**src/rtl/ps2_pkg.sv**
```systemverilog
// Shared PS/2 definitions: controller states, command/response bytes and
// default timing for a 50 MHz system clock.
package ps2_pkg;

  typedef enum logic [2:0] {
    IDLE,
    INHIBIT,
    RTS,
    SEND,
    ACK,
    WAIT_IDLE,
    DONE
  } ps2_state_e;

  localparam logic [7:0] CMD_SET_LED = 8'hED;
  localparam logic [7:0] RSP_ACK     = 8'hFA;
  localparam logic [7:0] RSP_RESEND  = 8'hFE;
  localparam logic [7:0] BREAK       = 8'hF0;

  // 100 us inhibit, 2 us request-to-send, 15 ms frame limit at 50 MHz
  localparam int DEF_INHIBIT_CYCLES = 5000;
  localparam int DEF_RTS_CYCLES     = 100;
  localparam int DEF_TIMEOUT_CYCLES = 750000;

  function automatic int max_int(input int a, input int b);
    return (a > b) ? a : b;
  endfunction

  // Odd parity: the parity bit makes the total count of ones odd.
  function automatic logic odd_parity(input logic [7:0] d);
    return ~^d;
  endfunction

endpackage

```
**src/rtl/ps2_line_sync.sv**
```systemverilog
// Two-flop synchronizer for one PS/2 line plus a one-cycle falling-edge
// strobe; shared by the host transmitter and the keyboard receiver.
module ps2_line_sync (
  input  logic CLK,
  input  logic reset,
  input  logic line_in,
  output logic level,
  output logic fall
);

  logic meta;
  logic prev;

  always_ff @(posedge CLK) begin
    if (reset) begin
      // NOTE: reset to the idle-high line level so leaving reset never fakes a falling edge.
      meta  <= 1'b1;
      level <= 1'b1;
      prev  <= 1'b1;
    end else begin
      meta  <= line_in;
      level <= meta;
      prev  <= level;
    end
  end

  assign fall = prev & ~level;

endmodule

```
**src/rtl/ps2_host_tx.sv**
```systemverilog
// Host-to-device PS/2 transmitter: inhibit, request-to-send, shift out one
// byte with odd parity and stop on device clocks, then check the device ACK.
module ps2_host_tx
  import ps2_pkg::*;
#(
  parameter int INHIBIT_CYCLES = DEF_INHIBIT_CYCLES,
  parameter int RTS_CYCLES     = DEF_RTS_CYCLES,
  parameter int TIMEOUT_CYCLES = DEF_TIMEOUT_CYCLES
) (
  input  logic       CLK,
  input  logic       reset,
  input  logic       PS2_CLK_IN,
  input  logic       PS2_DATA_IN,
  output logic       PS2_CLK_OE,
  output logic       PS2_DATA_OE,
  input  logic [7:0] iData,
  input  logic       iStart,
  output logic       oBusy,
  output logic       oDone,
  output logic       oErr
);

  localparam int CNT_W = $clog2(max_int(INHIBIT_CYCLES, TIMEOUT_CYCLES) + 1);
  localparam logic [CNT_W-1:0] INH_LAST = CNT_W'(INHIBIT_CYCLES - 1);
  localparam logic [CNT_W-1:0] RTS_LAST = CNT_W'(RTS_CYCLES - 1);
  localparam logic [CNT_W-1:0] TO_LAST  = CNT_W'(TIMEOUT_CYCLES - 1);

  ps2_state_e       state;
  logic [CNT_W-1:0] cnt;
  logic [3:0]       bit_idx;
  logic [7:0]       tx_byte;
  logic             parity;

  logic clk_level;
  logic clk_fall;
  logic data_level;
  logic unused_data_fall;
  logic frame_active;
  logic timed_out;

  ps2_line_sync u_clk_sync (
    .CLK     (CLK),
    .reset   (reset),
    .line_in (PS2_CLK_IN),
    .level   (clk_level),
    .fall    (clk_fall)
  );

  ps2_line_sync u_data_sync (
    .CLK     (CLK),
    .reset   (reset),
    .line_in (PS2_DATA_IN),
    .level   (data_level),
    .fall    (unused_data_fall)
  );

  // The frame deadline covers everything after the clock line is released.
  assign frame_active = (state == SEND) || (state == ACK) || (state == WAIT_IDLE);
  assign timed_out    = frame_active && (cnt == TO_LAST);

  always_ff @(posedge CLK) begin
    if (reset) begin
      state       <= IDLE;
      cnt         <= '0;
      bit_idx     <= '0;
      tx_byte     <= '0;
      parity      <= 1'b0;
      PS2_CLK_OE  <= 1'b0;
      PS2_DATA_OE <= 1'b0;
      oBusy       <= 1'b0;
      oDone       <= 1'b0;
      oErr        <= 1'b0;
    end else begin
      // NOTE: oDone defaults low every cycle, so it can only ever be a one-cycle pulse.
      oDone <= 1'b0;
      if (timed_out) begin
        PS2_CLK_OE  <= 1'b0;
        PS2_DATA_OE <= 1'b0;
        oErr        <= 1'b1;
        oDone       <= 1'b1;
        state       <= DONE;
      end else begin
        case (state)
          IDLE: if (iStart) begin
            tx_byte    <= iData;
            parity     <= odd_parity(iData);
            oErr       <= 1'b0;
            oBusy      <= 1'b1;
            PS2_CLK_OE <= 1'b1;
            cnt        <= '0;
            state      <= INHIBIT;
          end
          INHIBIT: if (cnt == INH_LAST) begin
            cnt         <= '0;
            PS2_DATA_OE <= 1'b1;
            state       <= RTS;
          end else begin
            cnt <= cnt + 1'b1;
          end
          RTS: if (cnt == RTS_LAST) begin
            cnt        <= '0;
            bit_idx    <= '0;
            PS2_CLK_OE <= 1'b0;
            state      <= SEND;
          end else begin
            cnt <= cnt + 1'b1;
          end
          SEND: begin
            cnt <= cnt + 1'b1;
            if (clk_fall) begin
              bit_idx <= bit_idx + 1'b1;
              if (bit_idx < 4'd8) begin
                PS2_DATA_OE <= ~tx_byte[bit_idx[2:0]];
              end else if (bit_idx == 4'd8) begin
                PS2_DATA_OE <= ~parity;
              end else begin
                PS2_DATA_OE <= 1'b0;
                state       <= ACK;
              end
            end
          end
          ACK: begin
            cnt <= cnt + 1'b1;
            if (clk_fall) begin
              oErr  <= data_level;
              state <= WAIT_IDLE;
            end
          end
          WAIT_IDLE: begin
            cnt <= cnt + 1'b1;
            if (clk_level && data_level) begin
              oDone <= 1'b1;
              state <= DONE;
            end
          end
          DONE: begin
            oBusy <= 1'b0;
            cnt   <= '0;
            state <= IDLE;
          end
          default: state <= IDLE;
        endcase
      end
    end
  end

endmodule
```
**config.mk**
```make
export PLATFORM = sky130hd
export DESIGN_NAME = ps2_host_tx
export DESIGN_NICKNAME = d
export VERILOG_FILES = /design/src/rtl/ps2_pkg.sv /design/src/rtl/ps2_line_sync.sv /design/src/rtl/ps2_host_tx.sv
export SDC_FILE = /design/constraint.sdc
export NUM_CORES = 1
export LEC_CHECK = 0
export ABC_AREA = 1
export CORE_MARGIN = 2
export CORE_UTILIZATION = 65
export CTS_BUF_LIST = sky130_fd_sc_hd__clkbuf_8 sky130_fd_sc_hd__clkbuf_16
export CTS_CLUSTER_DIAMETER = 40
export CTS_CLUSTER_SIZE = 24
export DETAILED_ROUTE_END_ITERATION = 16
export MAX_ROUTING_LAYER = met4
export PLACE_DENSITY = 0.92
export SLEW_MARGIN = 40
export SYNTH_ARGS = -nofsm -noshare
export SYNTH_HDL_FRONTEND = slang
export SYNTH_SLANG_ARGS = --single-unit
```
**constraint.sdc**
```tcl
create_clock -name CLK -period 3.45 [get_ports CLK]
set_input_delay 0.5175 -clock CLK [delete_from_list [all_inputs] [get_ports CLK]]
set_output_delay 0.5175 -clock CLK [all_outputs]
set_load 0.01 [all_outputs]
```
==> After elaboration in Yosys (flattened, before gate mapping) <==
Index checks and enable logic that the tools add are counted.
W data, S select, Z words.
{ "totals": {"register_bits": 46, "elab_cells": 109} }
{ "op_classes": {"add_sub_neg": 2, "n_lt_le_gt_ge": 2, "eq_ne": 26, "n_mux": 35, "n_bitwise": 5, "reduce_logical": 23} }
{ "op_table": {"columns": ["op", "n"], "rows": [
  ["$pmux W20 S5", 1],
  ["$mux W20", 3],
  ["$mux W3", 9],
  ["$ne A3 B3 Y1 const B", 7],
  ["$add A20 B1 Y20 const B", 1],
  ["$eq A20 B13 Y1 const B", 1],
  ["$eq A20 B20 Y1 const B", 1],
  ["$eq A20 B7 Y1 const B", 1],
  ["$pmux W3 S6", 1],
  ["$reduce_and A3 Y1", 6],
  ["$reduce_and A8 Y1", 2],
  ["$ne A2 B2 Y1 const B", 7],
  ["$mux W1", 13],
  ["$eq A3 B3 Y1 const B", 3],
  ["$mux W4", 2],
  ["$pmux W1 S2", 4],
  ["$pmux W4 S2", 1],
  ["$reduce_bool A2 Y1", 4],
  ["$reduce_xnor A8 Y1", 1],
  ["$eq A3 B2 Y1 const B", 2],
  ["$reduce_bool A5 Y1", 1],
  ["$add A4 B1 Y4 const B", 1],
  ["$eq A4 B4 Y1 const B", 1],
  ["$lt A3 B4 Y1 const B", 1],
  ["other kinds (14)", 19]
]} }

==> Logic depth before layout (Yosys ltp) <==
{ "depth": {"ltp_word": 6, "depth_mapped": 14, "ltp_nobuf": 12} }

==> Cells and area by module <==
Synthesis repeated with hierarchy kept, for this count alone.
{ "unflattened": {"cells_unflattened": 427, "hier_area_um2": 2805.2} }
{ "by_module_without_submodules": {"columns": ["module", "instances", "cells_each", "area_per_inst_um2", "seq_area_each_um2"], "rows": [
  ["ps2_host_tx", 1, 403, 2617.5, 820.8],
  ["ps2_line_sync", 2, 12, 93.8, 60.1]
]} }

==> Worst setup path before layout <==
OpenSTA, ideal clock, no wires.
{ "synth_timing": {"path_kind": "reg2reg", "start": "reg cnt[0]", "end": "reg cnt[5]", "setup_ps": 113, "t_arrival_ps": 1584, "t_required_ps": 3337, "path_slack_ps": 1753, "path_stages_with_launch": 15, "synth_period_minus_slack_ps": 1697, "path_cell_list": "dfxtp_1 ha_1 buf_4 nand2_2 inv_2 nand2_1 nor2_2 nand3_4 nand2_8 inv_4 buf_6 nand2_1 nand2_1 nand2_1 nor2_2"} }
{ "synth_between": {"elab_chain_cells": 4} }
{ "synth_lines": {"columns": ["element", "line_no", "source"], "rows": [
  ["from (decl)", "ps2_host_tx.sv:29", "logic [CNT_W-1:0] cnt;"],
  ["from (signal assigned)", "ps2_host_tx.sv:98", "cnt <= cnt + 1'b1;"],
  ["from (signal assigned)", "ps2_host_tx.sv:106", "cnt <= cnt + 1'b1;"],
  ["from (signal assigned)", "ps2_host_tx.sv:109", "cnt <= cnt + 1'b1;"],
  ["branches (longest 4 deep; another with $add A20 B1 Y20)", null, null]
]} }
Parallel ways; which one is timed is not known.
A chain may end at the register's enable or synchronous reset.

==> Worst setup path after layout <==
{ "layout_timing": {"start": "reg cnt[0]", "end": "reg cnt[1]"} }
Same word-level chain as after synthesis.

==> results.cfg <==
[floorplanning]
fp.dieH_um = 73.7
boundaryPins = 18
die_w_um = 73.7
row_count = 25
start_util_pct = 67.2
core_mm2 = 0.00469
die-area_mm2 = 0.00543

[setup_path]
critPathLaunchType = register
critical_path_class = reg -> reg
r2r_setup_slack_ns = 1.42
crit_path_max_fanout = 18
reg2reg_from = cnt[0]
cp_data_arrival_time_ns = 2.27
worst_setup_path_end_kind = register
r2r_end = cnt[1]
crit_required_ns = 3.69
r2r_cells = 11

[timing]
rsz0062_at_grt = false
worst_pin_slew_ns = 0.496
postLayoutSetupSlackWorst_ns = 1.42
slew_viol_final = 0
tns_ns = 0
max-slew-margin-rel_pct = 66.9
fmax_ghz = 0.492
period_share_pct = 58.9
finalHoldViolations = 0
clock_skew_ns = 0.00412
period_needed_ns = 2.03
setup_viol = 0

[synthesis]
syn-instance-count = 507
synth-seq-area-share_pct = 29.2
syn_area_mm2 = 0.00315
ys_types = 33
ys_ff_latch = 46
synth_area_leader_cell = dfxtp_1
synth_area_leaders = dfxtp_1 29%, nand2_1 16%, nor2_1 9.3%
syn-num-nets = 523
yosysWarnings = 0
avgSynthCellArea_um2 = 6.22
yosysTopAreaCellShare_pct = 29.2

[pwr]
ir_drop_mv = 0.384
power.total_mw = 1.74
p_per_area_mw_per_mm2 = 510
p_leak_nw = 1.38

[cells_and_area]
instances_no_fill = 569
drive_gt1_share_pct = 11.8
fin_nets = 530
diodes = 0
area_delta_synth_final_pct = 7.85
final_util_pct = 72.5

[clocking]
cts_max_level = 2
cts_tree = yes
cts_setup_buffers = 0
clk_latency_ns = 0.30
clk_pin_slew_ns = 0.09
clock-sinks = 46
hold_buffers = 0
cts_max_path_buffers = 2
cts.repair.resized = 0
root_buffer = clkbuf_8
cts_buffers = 5

[run]
drv_cap = 0

[routing]
drt_pre_antenna_iters = 5
wl_met1_um = 3550
drtIter0Drc = 288
drtAntennaViolNets = 0
wl_met3_um = 979
drc = 0
via_per_inst = 5.87
top_layer = met4
routed_wl_um = 8420
wl_per_cell_um = 14.8
num_vias = 3339
wl_met2_um = 3550

[global_route]
grt.total_usage_pct = 33.7
grt_pass1_vias = 2988
grt_pass1_wl_um = 13700
grt_max_degree = 29
antenna_found_initial = 0
globalRouteOverflowTotal = 0

[worst_hold_path]
whs_path_depth = 1
hold_end = u_clk_sync.level
hp-class = reg -> reg
hp-start = u_clk_sync.meta

[place]
post-place-cells = 561
hpwl_um = 6200
pre_cts_ws_ns = 1.38
portBuffers = 17
gp_congestion = 1.04

[outcome]
status = finished, final reports clean
## layout by cell type, fill, tap and decap left out, drive strengths merged
| master | count |
|---|---|
| xnor2 | 6 |
| clkdlybuf4s50 | 17 |
| o31ai | 2 |
| bufinv | 1 |
| inv | 56 |
| clkinvlp | 1 |
| a21oi | 26 |
| or2 | 4 |
| buf | 3 |
| nand2 | 149 |
| o21ai | 21 |
| xor2 | 9 |
| nor2 | 92 |
| and2 | 1 |
| o211ai | 4 |
| clkbuf | 5 |
| nor3 | 9 |
| nand3 | 46 |
| a31oi | 2 |
| a211oi | 1 |
| dfxtp | 46 |
| ha | 3 |
| nand4 | 11 |
## report_power, final
part | leakage [nW] | internal [mW] | switching (mW)
Clock | 0.0556 | 0.213 | 0.187
Sequential | 0.375 | 0.599 | 0.0721
Combinational | 0.948 | 0.218 | 0.447
Total | 1.38 | 1.03 | 0.707
## flip-flops by register name, summed over array words and instances (netlist names), 3 cells and up
signal,cells
cnt,20
tx_byte,8
bit_idx,4
state,3
## logic make-up after synthesis
group | count (synthesis) | synth area share (%)
compound gates | 56 | 9.72
xor+xnor | 15 | 4.17
fa+ha+maj | 3 | 1.19
buf+inv | 75 | 10.5
flops | 46 | 29.2
simple gates | 312 | 45.2
## metal layers
layer,vias up,GRT usage (%)
met5,-,-
met4,0,12.7
met3,42,7.41
met2,205,49.7
met1,1469,45.1
li1,1623,-
## critical path: stages, from the launching register on
cell and delay [ns]:
dfxtp_1 0.42, ha_1 0.37, nand2_2 0.10, inv_2 0.10, nand2_1 0.07, nor2_2 0.15
nand3_4 0.16, nand2_8 0.18, inv_4 0.10, nand2_2 0.10, nand2_4 0.09, nor2_1 0.13
## through the flow
step / hold slack [ns] / instance area, um^2
2_1_floorplan: 0.389 / 3150
3_3_place_gp: 0.402 / 3290
3_5_place_dp: 0.403 / 3290
4_1_cts: 0.423 / 3400
5_1_grt: 0.443 / 3400
6_report: 0.419 / 3400
## Yosys cell counts (all sizes together)
cell,instances
buf,16
nand4,11
a21oi,26
a31oi,2
nor3,9
and2,1
xor2,9
o21ai,21
o211ai,4
o31ai,2
nand3,46
or2,4
inv,55
clkbuf,4
dfxtp,46
nor2,92
ha,3
xnor2,6
nand2,149
a211oi,1
## how the worst max path moves through the flow
stage	slack, ns	startpoint	depth (start not counted)	end
finish	1.42	cnt[0]	11	cnt[1]
CTS	1.44	cnt[0]	11	cnt[1]
global route	1.28	cnt[0]	11	cnt[4]
detailed placement	1.38	reset	7	state[0]
global placement	1.42	reset	7	state[0]
floorplan	1.75	cnt[0]	14	cnt[5]
## final cells by class
class                   count  area, um^2
well taps                  54        67.6
repair buffers             20         193
fillers                   389        1290
inverters                  55         209
clock buffers               5        68.8
flip-flops and latches     46         921
multi-input cells         386        1900
clock inverters             3        41.3
Note: power is estimated with default switching activity, not from simulation.
